[src/rtl/mem32_bist.sv]
// March-test BIST controller for the 64 x 32 mem32 array: W0 / R0W1 / R1 phases,
// reporting pass, first failing address and mismatch count.
//
// state | meaning
// IDLE  | array released, waiting for start
// W0    | ascending write of PATTERN
// R0W1  | ascending compare PATTERN, write ~PATTERN at the same address
// R1    | descending compare ~PATTERN
// DONE  | one-cycle completion pulse, pass latched on exit
module mem32_bist #(
  parameter logic [31:0] PATTERN = 32'hA5A5_5A5A
) (
  input  logic        clk,
  input  logic        rst_n,
  input  logic        start,
  input  logic [31:0] mem_q,
  output logic        mem_we,
  output logic [5:0]  mem_a,
  output logic [31:0] mem_d,
  output logic        busy,
  output logic        done,
  output logic        pass,
  output logic [5:0]  err_addr,
  output logic [7:0]  err_cnt
);

  typedef enum logic [2:0] {
    IDLE = 3'd0,
    W0   = 3'd1,
    R0W1 = 3'd2,
    R1   = 3'd3,
    DONE = 3'd4
  } state_t;

  localparam logic [5:0] ADDR_TOP = 6'd63;
  localparam logic [5:0] ADDR_BOT = 6'd0;

  state_t      state;
  state_t      state_nxt;
  logic [5:0]  addr;
  logic        at_top;
  logic        at_bot;
  logic        accept;
  logic        cmp_en;
  logic [31:0] cmp_exp;
  logic        miss;
  logic        first_seen;

  assign at_top = (addr == ADDR_TOP);
  assign at_bot = (addr == ADDR_BOT);
  assign accept = (state == IDLE) && start;

  always_ff @(posedge clk or negedge rst_n) begin
    if (!rst_n) begin
      state <= IDLE;
    end else begin
      state <= state_nxt;
    end
  end

  always_comb begin
    state_nxt = state;
    case (state)
      IDLE:    if (start)  state_nxt = W0;
      W0:      if (at_top) state_nxt = R0W1;
      R0W1:    if (at_top) state_nxt = R1;
      R1:      if (at_bot) state_nxt = DONE;
      DONE:    state_nxt = IDLE;
      default: state_nxt = IDLE;
    endcase
  end

  always_comb begin
    mem_we = 1'b0;
    mem_a  = 6'd0;
    mem_d  = 32'd0;
    busy   = 1'b0;
    done   = 1'b0;
    case (state)
      W0: begin
        mem_we = 1'b1;
        mem_a  = addr;
        mem_d  = PATTERN;
        busy   = 1'b1;
      end
      R0W1: begin
        mem_we = 1'b1;
        mem_a  = addr;
        mem_d  = ~PATTERN;
        busy   = 1'b1;
      end
      R1: begin
        mem_a  = addr;
        busy   = 1'b1;
      end
      DONE:    done = 1'b1;
      default: ;
    endcase
  end

  // Phase terminal counts are explicit, so the counter never relies on wrap.
  always_ff @(posedge clk or negedge rst_n) begin
    if (!rst_n) begin
      addr <= 6'd0;
    end else begin
      case (state)
        IDLE:    addr <= 6'd0;
        W0:      addr <= at_top ? ADDR_BOT : addr + 6'd1;
        R0W1:    addr <= at_top ? ADDR_TOP : addr + 6'd1;
        R1:      addr <= at_bot ? ADDR_BOT : addr - 6'd1;
        default: addr <= 6'd0;
      endcase
    end
  end

  // R0W1 reads the old PATTERN before its own write lands at the edge.
  assign cmp_en  = (state == R0W1) || (state == R1);
  assign cmp_exp = (state == R1) ? ~PATTERN : PATTERN;
  assign miss    = cmp_en && (mem_q != cmp_exp);

  always_ff @(posedge clk or negedge rst_n) begin
    if (!rst_n) begin
      err_cnt    <= 8'd0;
      err_addr   <= 6'd0;
      first_seen <= 1'b0;
      pass       <= 1'b0;
    end else if (accept) begin
      err_cnt    <= 8'd0;
      err_addr   <= 6'd0;
      first_seen <= 1'b0;
      pass       <= 1'b0;
    end else begin
      if (miss) begin
        err_cnt <= err_cnt + 8'd1;
        if (!first_seen) begin
          err_addr   <= addr;
          first_seen <= 1'b1;
        end
      end
      if (state == DONE) begin
        pass <= (err_cnt == 8'd0);
      end
    end
  end

endmodule

[config.mk]
export PLATFORM = sky130hd
export DESIGN_NAME = mem32_bist
export DESIGN_NICKNAME = d
export VERILOG_FILES = /design/src/rtl/mem32_bist.sv
export SDC_FILE = /design/constraint.sdc
export NUM_CORES = 1
export LEC_CHECK = 0
export CAP_MARGIN = 20
export CORE_MARGIN = 10
export CORE_UTILIZATION = 40
export DETAILED_ROUTE_END_ITERATION = 12
export GPL_ROUTABILITY_DRIVEN = 1
export HOLD_SLACK_MARGIN = 0.12
export PLACE_DENSITY = 0.82
export SLEW_MARGIN = 10
export SYNTH_ARGS = -nofsm -noshare
export SYNTH_HDL_FRONTEND = slang
export SYNTH_SLANG_ARGS = --single-unit
[constraint.sdc]
create_clock -name clk -period 5.1 [get_ports clk]
set_clock_uncertainty 0.1 [all_clocks]
set_input_delay 1.02 -clock clk [delete_from_list [all_inputs] [get_ports clk]]
set_output_delay 1.02 -clock clk [all_outputs]
set_load 0.05 [all_outputs]
==> impl_summary.txt, run 1 <==
----------------------------------------------------
[Route]
  Vias ... 1,737
  Number of iterations in the first detailed-routing pass ... 4
  Vias/cell ... 5.41
  DRC violations left ... 0
  Total detailed-routing wirelength ... 5600 µm
  Violation count after the first detailed-route iteration ... 148
  Post-detailed-route count of antenna-violating nets ... 0
  WL/cell ... 17.4 µm

[Timing]
  Final setup viols ... 0
  Number of pins exceeding their max-slew limit in the final report ... 0
  Headroom to the max-slew limit ... 43.3%
  Setup repair after global routing missed its margin ... no
  Fin. Hold Viols ... 0
  Ratio of final minimum period to clock period ... 72.9%
  Setup tns final ... 0 ns
  Transition time of the tightest slew-check pin ... 0.847 ns
  Final critical delay including setup and external delays ... 3.72 ns
  Timing-limited maximum frequency ... 269 MHz

[Yosys]
  Seq/Total Area, Yosys ... 33.8%
  Synth warn ... 0
  Number of different library cells in the post-synthesis netlist ... 41
  Leading register cell type out of synthesis ... dfrtp_1
  Async set or reset register ratio after synthesis ... 100%
  Post-synth EDFFs ... 0
  Synthesized netlist net count ... 250
  Gate count of the mapped netlist ... 210
  Post-Syn Area per Cell ... 8.82 µm²
  Number of synthesized register bits ... 25
  Post-synth design cell area ... 1850 µm²

[Power and ir drop]
  Post-layout total power ... 1.62 mW
  PD cells ... 615 nW/µm²
  Clock power frac ... 7.5%
  Worst vdd ir ... 0.281 mV
  Power spent charging and discharging nets ... 0.917 mW
  Fraction of power consumed by combinational cells ... 71.0%
  Sw frac ... 56.7%
  Leak pwr ... 1.10 nW
  Cell Int Power ... 0.700 mW
  Power share of the sequential group ... 21.4%

[Critical path]
  Cell chain of the critical path ... nor3b_2 -> clkdlybuf4s50_1
  Critical path type ... flop to output pin
  Maximum net fanout on the critical path ... 18
  Required time of the critical path ... 3.98 ns
  Data arrival time of the critical path ... 2.60 ns
  Critical path endpoint category ... output pin
  Largest stage delay on the critical path ... 0.96 ns
  Slowest library cell on the worst path ... clkdlybuf4s50_1
  Kind of start point of the critical path ... flop

[GRT]
  Via count of the first global-routing pass ... 1,742
  Pin count of the biggest net entering global routing ... 21
  Total routing usage reported by global routing ... 14.2%
  Global-route wire length before repair ... 8920 µm
  Antenna violations before repair ... 0
  Sum of overflow across all layers after global routing ... 0

[Clock tree]
  Setup fix buffers added after clock tree synthesis ... 0
  Root cell of the clock tree ... clkbuf_8
  Cts hold-fix bufs ... 0
  Skew-Pair Late Insertion Delay ... 0.28 ns
  Bufs on Longest Clock Path ... 2
  CTS H-tree lvls ... 1
  Cts bufs inserted ... 3
  TritonCTS clock tree ... done
  Post-cts gate resize count ... 0
  Clock-pin slew on the worst setup and hold paths ... 0.10 ns
  Clock sink count ... 25

[Cells and area]
  Final Net Count ... 310
  Layout cell share with drive strength beyond 1 ... 5.58%
  Area of all placed cells without fillers ... 2630 µm²
  Layout overhead on the synthesized area ... 42.0%
  Total inserted antenna cells ... 0
  Filler cell count ... 386

[Placement]
  Buffers added on ports ... 90
  Total placed instance area ... 2570 µm²
  Half-perimeter wire length after placement ... 4490 µm
  Final GP Congestion ... 0.889

[Floorplanning]
  Initial core utilization ... 42.0%
  Width of the chip ... 88.0 µm
  Die Area ... 7750 µm²
  Cell row count ... 24
  Overall die height ... 88.0 µm
  Boundary pin count ... 91
  Core area ... 4410 µm²

[Status]
  Status ... complete, no violations

[Flow run]
  Count of max-cap constraint violations ... 0

[Min path]
  Classification of the worst-slack hold path ... flop to flop

----------------------------------------------------
[area by class of cell]
class | instances | area (µm²) | area share (%)
well taps | 52 | 65.1 | 2.48
inverters | 5 | 18.8 | 0.714
clock buffers | 3 | 41.3 | 1.57
flip-flops and latches | 25 | 626 | 23.8
repair buffers | 92 | 923 | 35.1
multi-input cells | 143 | 950 | 36.1
clock inverters | 1 | 5.00 | 0.190
[per-layer routing]
metal / part of all wire (%) / up-vias / routed length, µm / GRT usage (%)
li1: - / 842 / - / -
met1: 37 / 824 / 2050 / 15.6
met2: 53 / 65 / 2950 / 26.7
met3: 10 / 6 / 560 / 4.36
met4: 0.61 / 0 / 34 / 1.71
met5: 0 / - / 0 / 0
[power by group through the flow]
stage	clock network [mW]	logic, mW	registers, mW
after floorplan	0	0.865	0.382
after CTS	0.127	1.16	0.343
after global routing	0.130	1.22	0.358
after detailed placement	0	1.15	0.346
after global placement	0	1.14	0.342
final	0.122	1.15	0.346
[path summary, 6_finish.rpt]
path / cells after the start / start / end / slack (ns)
worst max-delay path: 2 / state[0] / mem_d[21] / 1.38
worst min-delay path: 1 / first_seen / first_seen / 0.39
worst max register to register: 5 / state[2] / err_addr[4] / 2.70
worst min register to register: 1 / first_seen / first_seen / 0.39
max in group asynchronous: 2 / rst_n / err_cnt[4] / 3.50
min in group asynchronous: 1 / rst_n / state[1] / 0.92
[state kept, by name (all words and copies together) (netlist names)]
signal / flops
state: 3
err_addr: 6
addr: 6
pass: 1
err_cnt: 8
first_seen: 1
[synthesized netlist by cell type, types with 6 or more instances]
cell type  number  area (µm²)
o21ai_0         9        45.0
buf_4          31         233
dfrtp_1        25         626
nand4_1         6        37.5
nor3_1          6        30.0
nor2_1         10        37.5
nand2_1        32         120
mux2i_1         6        60.1
nor4b_1         6        52.6
nor4bb_1        8        80.1
nand3_1         6        30.0
[through the flow]
stage	worst slack [ns]	utilization, %	instances	hold WS (ns)
finish	1.38	59.6	321	0.387
global route	1.18	59.6	321	0.429
CTS	1.16	59.4	320	0.388
detailed placement	1.48	58.3	316	0.368
global placement	1.62	58.0	315	0.363
floorplan	0.851	-	210	0.351
[cells by family (layout without fill, tap and decap cells)]
group | count (synthesis) | in the layout | synth area share (%)
AOI/OAI and AO/OA | 29 | 29 | 11.0
adders and majority gates | 5 | 5 | 3.38
muxes | 6 | 6 | 3.24
buffers and inverters | 42 | 101 | 15.2
xor gates and xnor gates | 6 | 6 | 2.84
DFF | 25 | 25 | 33.8
and+or+nand+nor | 97 | 97 | 30.5
[cell usage in the layout (no fill, tap or decap), drive strengths merged, types with 3 or more instances in the layout]
cell type and instances:
mux2i 6, a21oi 5, xnor2 4, and4b 4, nand3 6, nor4bb 8, inv 5, clkdlybuf4s50 90
and3 5, o211ai 3, nor4b 6, o21ai 11, nand4 6, nor2 10, nand2 32, clkbuf 3
dfrtp 25, nor3 6, and2 5, ha 5
[worst max-delay path, delay by kind of cell (launching register included)]
kind,cells,cell delay (ns)
buffers and inverters,1,0.96
DFF,1,0.58
and+or+nand+nor,1,0.77
Power figures use the tool's default switching activity.
==> inputs of run 2 (changes only) <==
Settings changed: CORE_UTILIZATION 40 to 37, PLACE_DENSITY 0.82 to 0.79.
Clock period 5.1 ns to 3.1 ns, I/O delays scaled along.
==> run 2 against run 1 <==
Against the previous run: worst hold slack worse by 0.0026 ns; via count up 0.46%; critical endpoint is now done; final area up 14%; highest routed layer unchanged; utilization up 2.8 points; non-clock buffer count up 2; register-to-register slack worse by 1.8 ns; flip-flop and latch count unchanged; sequential share of layout area down 2.8 points.
==> impl_summary.txt, run 2 (same netlist as run 1, synthesis figures left out) <==
----------------------------------------------------
[Cells and area]
  Layout cell share with drive strength beyond 1 ... 18.1% (was 5.58%)
  Total inserted antenna cells ... 0 (unchanged)
  Leading registers by flop count ... err_cnt (8), addr (6), err_addr (6) (unchanged)
  Number of flip-flops in the largest register ... 8 (unchanged)
  Most flops, register ... err_cnt (unchanged)
  Commonest non-fill, non-tap cell in the layout ... clkdlybuf4s50_1 (unchanged)
  Highest-count cells in the layout ignoring fill and taps ... clkdlybuf4s50_1, nand2_1, buf_12 (was clkdlybuf4s50_1, nand2_1, dfrtp_1)
  Layout overhead on the synthesized area ... 61.2% (was 42.0%)
  Filler cell count ... 373 (was 386)
  Final Net Count ... 312 (was 310)

[Status]
  Status ... complete, no violations (unchanged)

[Clock tree]
  Cts hold-fix bufs ... 0 (unchanged)
  Clock-pin slew on the worst setup and hold paths ... 0.09 ns (was 0.10 ns)
  Clock sink count ... 25 (unchanged)
  Skew-Pair Late Insertion Delay ... 0.27 ns (was 0.28 ns)
  Root cell of the clock tree ... clkbuf_8 (unchanged)
  Setup fix buffers added after clock tree synthesis ... 0 (unchanged)
  CTS H-tree lvls ... 1 (unchanged)
  Post-cts gate resize count ... 0 (unchanged)
  Cts bufs inserted ... 3 (unchanged)
  TritonCTS clock tree ... done (unchanged)
  Bufs on Longest Clock Path ... 2 (unchanged)

[Critical path]
  Critical path type ... flop to output pin (unchanged)
  Cell chain of the critical path ... nor2_1 -> and2_1 -> clkdlybuf4s50_1 (was nor3b_2 -> clkdlybuf4s50_1)
  Terminus of the critical flop-to-flop path ... err_addr[0] (was err_addr[4])
  Slowest library cell on the worst path ... clkdlybuf4s50_1 (unchanged)
  R2r startpoint ... state[2] (unchanged)
  Number of cells traversed by the worst register-to-register path ... 5 (unchanged)
  Register-to-register setup slack ... 0.91 ns (was 2.70 ns)
  Data arrival time of the critical path ... 2.23 ns (was 2.60 ns)
  Required time of the critical path ... 2.38 ns (was 3.98 ns)
  Maximum net fanout on the critical path ... 13 (was 18)
  Kind of start point of the critical path ... flop (unchanged)
  Worst path top cell family by delay ... buffers and inverters (unchanged)
  Crit path depth ... 3 (was 2)
  Critical path endpoint category ... output pin (unchanged)
  Largest stage delay on the critical path ... 0.83 ns (was 0.96 ns)
  Buf/Inv on CP ... 1 (unchanged)

[Timing]
  Setup tns final ... 0 ns (unchanged)
  Setup repair after global routing missed its margin ... no (unchanged)
  Timing-limited maximum frequency ... 339 MHz
  Final setup viols ... 0 (unchanged)
  Ratio of final minimum period to clock period ... 95.2%
  Final critical delay including setup and external delays ... 2.95 ns
  Fin. Hold Viols ... 0 (unchanged)
  Headroom to the max-slew limit ... 48.3% (was 43.3%)
  Transition time of the tightest slew-check pin ... 0.775 ns (was 0.847 ns)
  Number of pins exceeding their max-slew limit in the final report ... 0 (unchanged)

[Floorplanning]
  Die Area ... 8230 µm² (was 7750 µm²)
  Initial core utilization ... 38.7% (was 42.0%)
  Core area ... 4790 µm² (was 4410 µm²)
  Width of the chip ... 90.7 µm (was 88.0 µm)
  Cell row count ... 25 (was 24)
  Boundary pin count ... 91 (unchanged)
  Overall die height ... 90.7 µm (was 88.0 µm)

[Min path]
  Destination of the worst hold path ... first_seen (unchanged)
  Hold-critical path depth ... 1 (unchanged)
  Classification of the worst-slack hold path ... flop to flop (unchanged)
  Worst hold start ... first_seen (unchanged)

[Route]
  Vias/cell ... 5.16 (was 5.41)
  DRC violations left ... 0 (unchanged)
  Vias ... 1,745 (was 1,737)
  Number of iterations in the first detailed-routing pass ... 4 (unchanged)
  Total detailed-routing wirelength ... 5520 µm (was 5600 µm)
  WL/cell ... 16.3 µm (was 17.4 µm)
  Violation count after the first detailed-route iteration ... 113 (was 148)
  Post-detailed-route count of antenna-violating nets ... 0 (unchanged)

[GRT]
  Antenna violations before repair ... 0 (unchanged)
  Total routing usage reported by global routing ... 13.0% (was 14.2%)
  Global-route wire length before repair ... 9110 µm (was 8920 µm)
  Met1 layer usage reported by global route ... 12.9% (was 15.6%)
  Via count of the first global-routing pass ... 1,898 (was 1,742)
  Pin count of the biggest net entering global routing ... 26 (was 21)
  Sum of overflow across all layers after global routing ... 0 (unchanged)
  Met3 routing resource usage after global routing ... 4.99% (was 4.36%)
  Most heavily used metal layer in global routing ... met2 (unchanged)
  Global routing usage on met2 ... 25.0% (was 26.7%)

[Placement]
  Buffers added on ports ... 90 (unchanged)
  Final GP Congestion ... 0.879 (was 0.889)
  Half-perimeter wire length after placement ... 4530 µm (was 4490 µm)

[Power and ir drop]
  Worst vdd ir ... 0.541 mV (was 0.281 mV)
  PD cells ... 1020 nW/µm² (was 615 nW/µm²)
  Leak pwr ... 1.33 nW (was 1.10 nW)
  Post-layout total power ... 3.05 mW (was 1.62 mW)

[Flow run]
  Count of max-cap constraint violations ... 0 (unchanged)

----------------------------------------------------
[run 2: per-layer routing]
| metal | up-vias | wire length [µm] |
|---|---|---|
| li1 | 844 | - |
| met1 | 832 | 2020 |
| met4 | 0 | 33 |
| met2 | 63 | 3010 |
| met5 | - | 0 |
| met3 | 6 | 459 |
[run 2: power by group]
part	internal (mW)	switching, mW	leakage, nW
logic	0.942	1.36	0.975
clock network	0.0901	0.107	0.0255
registers	0.421	0.135	0.326
total	1.45	1.60	1.33
[run 2: worst max-delay path by stage]
stage,from,to,slack (ns)
floorplan,state[2],err_addr[2],0.1
global placement,state[0],mem_a[3],0.42
detailed placement,state[0],mem_a[3],0.41
CTS,state[0],mem_a[3],0.10
global route,state[0],done,0.05
finish,state[0],done,0.15
[run 2: per-stage QoR]
step                      cell area, µm²  instances  utilization (%)  hold WS, ns  worst slack (ns)
after floorplan                     1860        210                -        0.224            0.0954
after global placement              2930        334             61.2        0.364             0.418
after detailed placement            2930        334             61.2        0.368             0.408
after CTS                           2980        338             62.2        0.388             0.100
after global routing                2990        338             62.4        0.414            0.0496
final                               2990        338             62.4        0.385             0.150
[run 2: cell type report]
class / instances / area [µm²] / area share [%]
sequential: 25 / 626 / 21.0
clock buffer: 3 / 41.3 / 1.38
timing repair buffer: 94 / 1260 / 42.2
clock inverter: 1 / 5.00 / 0.168
inverter: 5 / 18.8 / 0.629
tap: 67 / 83.8 / 2.81
multi-input combinational: 143 / 950 / 31.8
[run 2: worst reg2reg max path: stages, from the launching register on]
cell and delay (ns):
dfrtp_1 0.51, nand2b_1 0.25, nor2_1 0.14, o21ai_0 0.15, a21oi_1 0.66, o21ai_0 0.23
